[src/rtl/fifo_drain.sv]
// fifo_drain: read-side companion to the synchronous FIFO.
//
// Issues FIFO reads and turns the FIFO's one-cycle-latency read port into a
// valid/ready stream. A 2-entry output buffer absorbs the read latency. No
// word is lost under downstream backpressure, and one word per cycle is
// sustained when the consumer is always ready.
//
// Optional feature (macro FIFO_DRAIN_CNT_EN): adds output rd_count, a
// wrapping count of words accepted downstream.
//
// Ports:
//   clk      system clock, all state on posedge
//   rst      asynchronous active-high reset
//   en       drain enable; gates new FIFO reads only
//   empty    FIFO empty flag
//   data_op  FIFO read data, valid one cycle after rd_en
//   rd_en    FIFO read strobe (combinational)
//   m_valid  output word valid (registered)
//   m_data   output word, buffer head (registered)
//   m_ready  downstream accept
//   busy     buffer occupied or read in flight
//   rd_count popped-word counter (FIFO_DRAIN_CNT_EN only)

module fifo_drain #(
    parameter int unsigned DATA_W = 8,
    parameter int unsigned CNT_W  = 16
) (
    input  logic              clk,
    input  logic              rst,
    input  logic              en,
    input  logic              empty,
    input  logic [DATA_W-1:0] data_op,
    output logic              rd_en,
    output logic              m_valid,
    output logic [DATA_W-1:0] m_data,
    input  logic              m_ready,
`ifdef FIFO_DRAIN_CNT_EN
    output logic [CNT_W-1:0]  rd_count,
`endif
    output logic              busy
);

    logic [1:0]        occ_q, occ_d;
    logic              infl_q;
    logic              valid_q;
    logic [DATA_W-1:0] buf0_q, buf0_d;
    logic [DATA_W-1:0] buf1_q, buf1_d;
    logic              pop;
    logic [2:0]        level;
    logic [1:0]        slot;

    assign pop = valid_q & m_ready;

    // Occupancy after this edge, counting the word currently in flight.
    assign level = {1'b0, occ_q} + {2'b00, infl_q} - {2'b00, pop};

    // Only issue a read if the buffer will have room when its data arrives.
    assign rd_en = en & ~empty & ~rst & (level < 3'd2);

    // In-flight data lands in the first free slot after any pop.
    assign slot = occ_q - {1'b0, pop};

    always_comb begin
        occ_d  = level[1:0];
        buf0_d = buf0_q;
        buf1_d = buf1_q;
        if (pop && (occ_q == 2'd2)) begin
            buf0_d = buf1_q;
        end
        if (infl_q) begin
            if (slot == 2'd0) begin
                buf0_d = data_op;
            end else begin
                buf1_d = data_op;
            end
        end
    end

    always_ff @(posedge clk or posedge rst) begin
        if (rst) begin
            occ_q   <= 2'd0;
            infl_q  <= 1'b0;
            valid_q <= 1'b0;
            buf0_q  <= '0;
            buf1_q  <= '0;
        end else begin
            occ_q   <= occ_d;
            infl_q  <= rd_en;
            valid_q <= (occ_d != 2'd0);
            buf0_q  <= buf0_d;
            buf1_q  <= buf1_d;
        end
    end

    assign m_valid = valid_q;
    assign m_data  = buf0_q;
    assign busy    = (occ_q != 2'd0) | infl_q;

`ifdef FIFO_DRAIN_CNT_EN
    logic [CNT_W-1:0] cnt_q;

    always_ff @(posedge clk or posedge rst) begin
        if (rst) begin
            cnt_q <= '0;
        end else if (pop) begin
            cnt_q <= cnt_q + 1'b1;
        end
    end

    assign rd_count = cnt_q;
`else
    logic unused_cnt_w;
    assign unused_cnt_w = ^CNT_W;
`endif

    // The read gate guarantees the buffer never needs a third slot.
    overflow_chk : assert property (@(posedge clk) disable iff (rst) level <= 3'd2);

endmodule

[config.mk]
export PLATFORM = sky130hd
export DESIGN_NAME = fifo_drain
export DESIGN_NICKNAME = d
export VERILOG_FILES = /design/src/rtl/fifo_drain.sv
export SDC_FILE = /design/constraint.sdc
export NUM_CORES = 1
export LEC_CHECK = 0
export BUFFER_PORTS_ARGS = -buffer_cell sky130_fd_sc_hd__buf_2
export CORE_MARGIN = 1.5
export CORE_UTILIZATION = 54
export CTS_CLUSTER_DIAMETER = 200
export DETAILED_ROUTE_END_ITERATION = 12
export PLACE_DENSITY = 0.81
export SETUP_SLACK_MARGIN = 0.02
export SLEW_MARGIN = 20
export SYNTH_ARGS = -nofsm -noshare
export SYNTH_HDL_FRONTEND = slang
export SYNTH_SLANG_ARGS = --single-unit
[constraint.sdc]
create_clock -name clk -period 3.76 [get_ports clk]
set_clock_uncertainty 0.1 [all_clocks]
set_input_delay 0.188 -clock clk [delete_from_list [all_inputs] [get_ports clk]]
set_output_delay 0.188 -clock clk [all_outputs]
set_load 0.02 [all_outputs]
==> Word level (Yosys, flattened, before mapping) <==
Cells that the tools add are included.
{ "totals": {"inputBits": 13, "ff_bits": 20, "elab_cells": 26, "out_inout_bits": 11} }
{ "classes": {"muxes": 3, "n_bitwise": 8, "magnitude_cmp": 1, "reduce_logical": 5, "add_sub_neg": 3, "n_eq_ne": 1} }
{ "op_table": {"columns": ["operator", "count"], "rows": [
  ["8-bit two-way mux", 3],
  ["1-bit AND", 4],
  ["2-bit nonzero test", 2],
  ["2-bit by 1-bit adder with 3-bit output", 1],
  ["3-bit by 2-bit < comparator with 1-bit output, second input constant", 1],
  ["1-bit inverter", 3],
  ["3-bit by 1-bit subtractor with 3-bit output", 1],
  ["2-bit equality test, second input constant", 1],
  ["2-bit zero test", 1],
  ["2-bit AND reduction", 1],
  ["2-bit by 1-bit subtractor with 2-bit output", 1],
  ["1-bit logical AND", 1],
  ["1-bit bitwise OR", 1]
]} }

==> Logic depth before layout (Yosys ltp) <==
{ "logic_depth": {"ltp_word": 5, "mapped_depth": 7, "mapped_depth_nobuf": 7} }

==> Worst setup path after synthesis <==
Ideal clock, no wire load.
{ "synth_timing": {"path_kind": "register to register", "startpoint": "register valid_q, in the netlist m_valid", "endpoint": "register infl_q", "slack_ps": 1138, "arrival_ps": 2317, "synth_period_minus_slack_ps": 2622, "path_stages_with_launch": 7, "path_cell_list": "dfrtp_1 nand2_1 or2_2 nand2_1 ha_1 fa_1 nor4_1"} }
{ "synth_via": {"elab_chain_len": 4} }
{ "synth_lines": {"columns": ["element", "line", "rtl"], "rows": [
  ["start: declaration", "45", "logic valid_q;"],
  ["start signal: assignment", "89", "valid_q <= (occ_d != 2'd0);"],
  ["1-bit AND", "52", "assign pop = valid_q & m_ready;"],
  ["3-bit by 1-bit subtractor with 3-bit output", "55", "assign level = {1'b0, occ_q} + {2'b00, infl_q} - {2'b00, pop};"],
  ["named net level[1]", "49", "logic [2:0] level;"],
  ["3-bit by 2-bit < comparator with 1-bit output", "58", "assign rd_en = en & ~empty & ~rst & (level < 3'd2);"],
  ["1-bit AND", "58", null],
  ["named net rd_en", "33", "output logic rd_en,"],
  ["end signal: assignment", "88", "infl_q <= rd_en;"],
  ["end: declaration", "44", "logic infl_q;"]
]} }
The timed path passes the listed nets, and every way through them passes these cells.
A chain may end at the register's enable or synchronous reset.

==> Worst setup path in the final report <==
{ "layout_timing": {"startpoint": "register valid_q, in the netlist m_valid", "endpoint": "output rd_en"} }
{ "layout_via": {"elab_chain_len": 4} }
{ "layout_lines": {"columns": ["element", "line"], "rows": [
  ["1-bit AND", "52"],
  ["3-bit by 1-bit subtractor with 3-bit output", "55"],
  ["named net level[1]", "49"],
  ["3-bit by 2-bit < comparator with 1-bit output", "58"],
  ["1-bit AND", "58"],
  ["end: declaration", "33"]
]} }
The timed path passes the listed nets, and every way through them passes these cells.

==> impl_results.md <==
- Gpl congestion: ~0.71
- 1st-iter DRT viols: 5
- Relative slew margins: 0.504
- Actual slew at the worst max-slew pin: 0.743 ns
- CP Launch Point: m_valid
- Cell Count, Final, Fillers Out: between 100 and 150
- Fin. Hold Viols: 0
- Placed cells: around 100
- Worst hold path type: in -> reg
- Clk_lat worst skew: 0.31 ns
- Max Cap Viol: 0
- Fmax: between 300 and 400 MHz
- PwrDens: roughly 830 nW/um^2
- Root Driver: clkbuf_4
- Max-slew violation count: 0
- Commonest cells in the netlist: dfrtp_1 (20), mux2_2 (16), mux2_4 (8), nand2_1 (3)
- Row count: 15
- Starting Density: 0.567
- CTS tree: yes
- N_diodes: 0
- Worst hold slack: between 0.008 and 0.009 ns
- Final ANT Viol Nets: 0
- Final HPWL DP: 1.14 mm
- Setup tns final: 0 ns
- Global-route wire length before repair: ~2.5 mm
- Largest net degree at the start of global routing: 21
- Critical Path Source Type: flip-flop
- WP data arrival: between 2 and 2.5 ns
- #FFs+latches synth: 20
- Ys flop type: dfrtp_1
- CTS Buffer Depth: 2
- Core ar.: 1690 sq um
- Die Y: 45.1 microns
- Tcrit/Tclk final: 0.716
- Fin nets: about 110
- P_leak: between 0.5 and 0.6 nW
- Syn nets: slightly below 80
- Outcome: finished, final reports clean
- Vias: 590
- Post-synthesis sequential area ratio: 0.523
- Final WL: roughly 1.5 mm
- Die area: slightly above 2000 sq um
- Multi-input logic area: approximately 440 sq um
- Peak VDD IR: approximately 0.57 mV
- Most frequent cell after synthesis: dfrtp_1
- Total global routing track utilization: 0.180
- H-tree levels: 1
- Final setup fails: 0
- CP Capture Type: output pin
- Synth top area share: 0.523
- Die Wd: 45.1 microns
- Remaining global-route overflow: 0
- Fill cells: 136
- CP Class: reg -> out
- Antenna violations before repair: 0
- Drt pass-1 iters: 3
- DRC viols: 0
- Synth warnings: 0
- Reg-to-Reg Start: m_valid
- Via density per instance: approximately 5.5
- Post-synth EDFFs: 0
- TritonCTS Sinks: 20
- Async set-reset flop share out of synthesis: 1.00
- Post-synthesis average cell area: 15.2 sq um
- Cell taking the most area after synthesis: dfrtp_1
- RSZ-0062 raised after global routing: no
- IO Port Bufs: 23
- TritonCTS Buffers: 3
- Synthesis-to-layout area growth: 19.6%
- Mapped Area: between 900 and 1000 sq um
- Share of layout cells above drive strength 1: 0.622
- Crit-path max FO: 5
- Worst Hold Launch: en
- Routed WL per cell: around 14 microns
- Top cells by area, synth: dfrtp_1 (52%), mux2_2 (19%), mux2_4 (13%)
- Min cycle time layout: about 2.7 ns
- Cells after synthesis: 63
- Top Ports: 24
- # resized after CTS: 0
- Worst EP required: 3.47 ns
- Vias in the first global route: 584
- Register area: 500 sq um
- Synth unique cells: 18
- Clk slew on worst S/H paths: roughly 0.11 ns
==> registers in the layout (all words and copies together), names as in the netlist <==
name	count
m_data	8
infl_q	1
m_valid	1
buf1_q	8
occ_q	2
==> layout by cell type (no fill, tap or decap) <==
master and n:
a211o_1 1, a21bo_1 1, buf_2 23, bufinv_16 1, clkbuf_4 3, dfrtp_1 20, dlygate4sd3_1 1, fa_1 1
ha_1 1, inv_1 2, mux2_2 16, mux2_4 8, nand2_1 3, nand2b_1 1, nand3_2 1, nand4b_1 1
nand4b_2 1, nor4_1 1, or2_2 2, or3_2 1, xnor2_1 1
==> per-stage QoR <==
stage | worst slack [ns] | utilization | area [sq um] | power (mW)
detailed placement | 1.42 | 0.641 | 1080 | 0.787
global placement | 1.52 | 0.641 | 1080 | 0.764
finish | 1.07 | 0.678 | 1140 | 0.954
global route | 0.946 | 0.678 | 1140 | 1.02
floorplan | 1.14 | - | 957 | 0.680
CTS | 1.06 | 0.678 | 1140 | 0.964
==> layout make-up <==
| class | instances | area share |
|---|---|---|
| Clock buffer | 3 | 0.0197 |
| Clock inverter | 1 | 0.0262 |
| Tap cell | 17 | 0.0186 |
| Inverter | 2 | 0.00656 |
| Timing Repair Buffer | 24 | 0.109 |
| Sequential cell | 20 | 0.437 |
| Multi-Input combinational cell | 40 | 0.383 |
==> cell families after synthesis <==
kind of cell,after synthesis,share of synthesized area
XOR/XNOR,1,0.00915
flip-flops,20,0.523
buffers and inverters,3,0.0196
adder cells (fa/ha/maj),2,0.0340
AO/OA/AOI/OAI,2,0.0196
multiplexers,24,0.314
AND/OR/NAND/NOR,11,0.0811
==> worst max-delay path: stages, from the launching register on <==
cell and delay, ns:
dfrtp_1 0.44, nand2_1 0.09, or2_2 0.30, nand2_1 0.07, ha_1 0.16, fa_1 0.46, nor4_1 0.34, buf_2 0.23
==> final timing paths <==
kind                              to  cells past startpoint  slack (ns)
max                            rd_en                      7        1.07
min                           infl_q                      3       0.009
max reg2reg                   infl_q                      6        1.68
min reg2reg                buf1_q[0]                      1        0.41
max in group asynchronous  m_data[0]                      3        2.64
min in group asynchronous   occ_q[1]                      3        0.45
==> layer usage <==
metal / vias up / track usage / routed length [microns]
met4: 0 / 0.124 / 51
met1: 291 / 0.226 / 663
li1: 277 / - / -
met2: 17 / 0.274 / 770
met3: 5 / 0.0400 / 61
met5: - / 0 / 0
==> power by group <==
group / total, mW / internal, mW / leakage (nW) / switching (mW)
registers: 0.371 / 0.312 / 0.247 / 0.0583
clock network: 0.177 / 0.108 / 0.0279 / 0.0691
logic: 0.407 / 0.227 / 0.314 / 0.180
==> repair_timing <==
| action | CTS | global route |
|---|---|---|
| endpoints found under the setup margin | 0 | 0 |
| hold buffers | 1 | 0 |
| hold endpoints to repair | 21 | 0 |
| buffers inserted | 0 | 0 |
No activity file was read; power rests on OpenSTA's default activity.
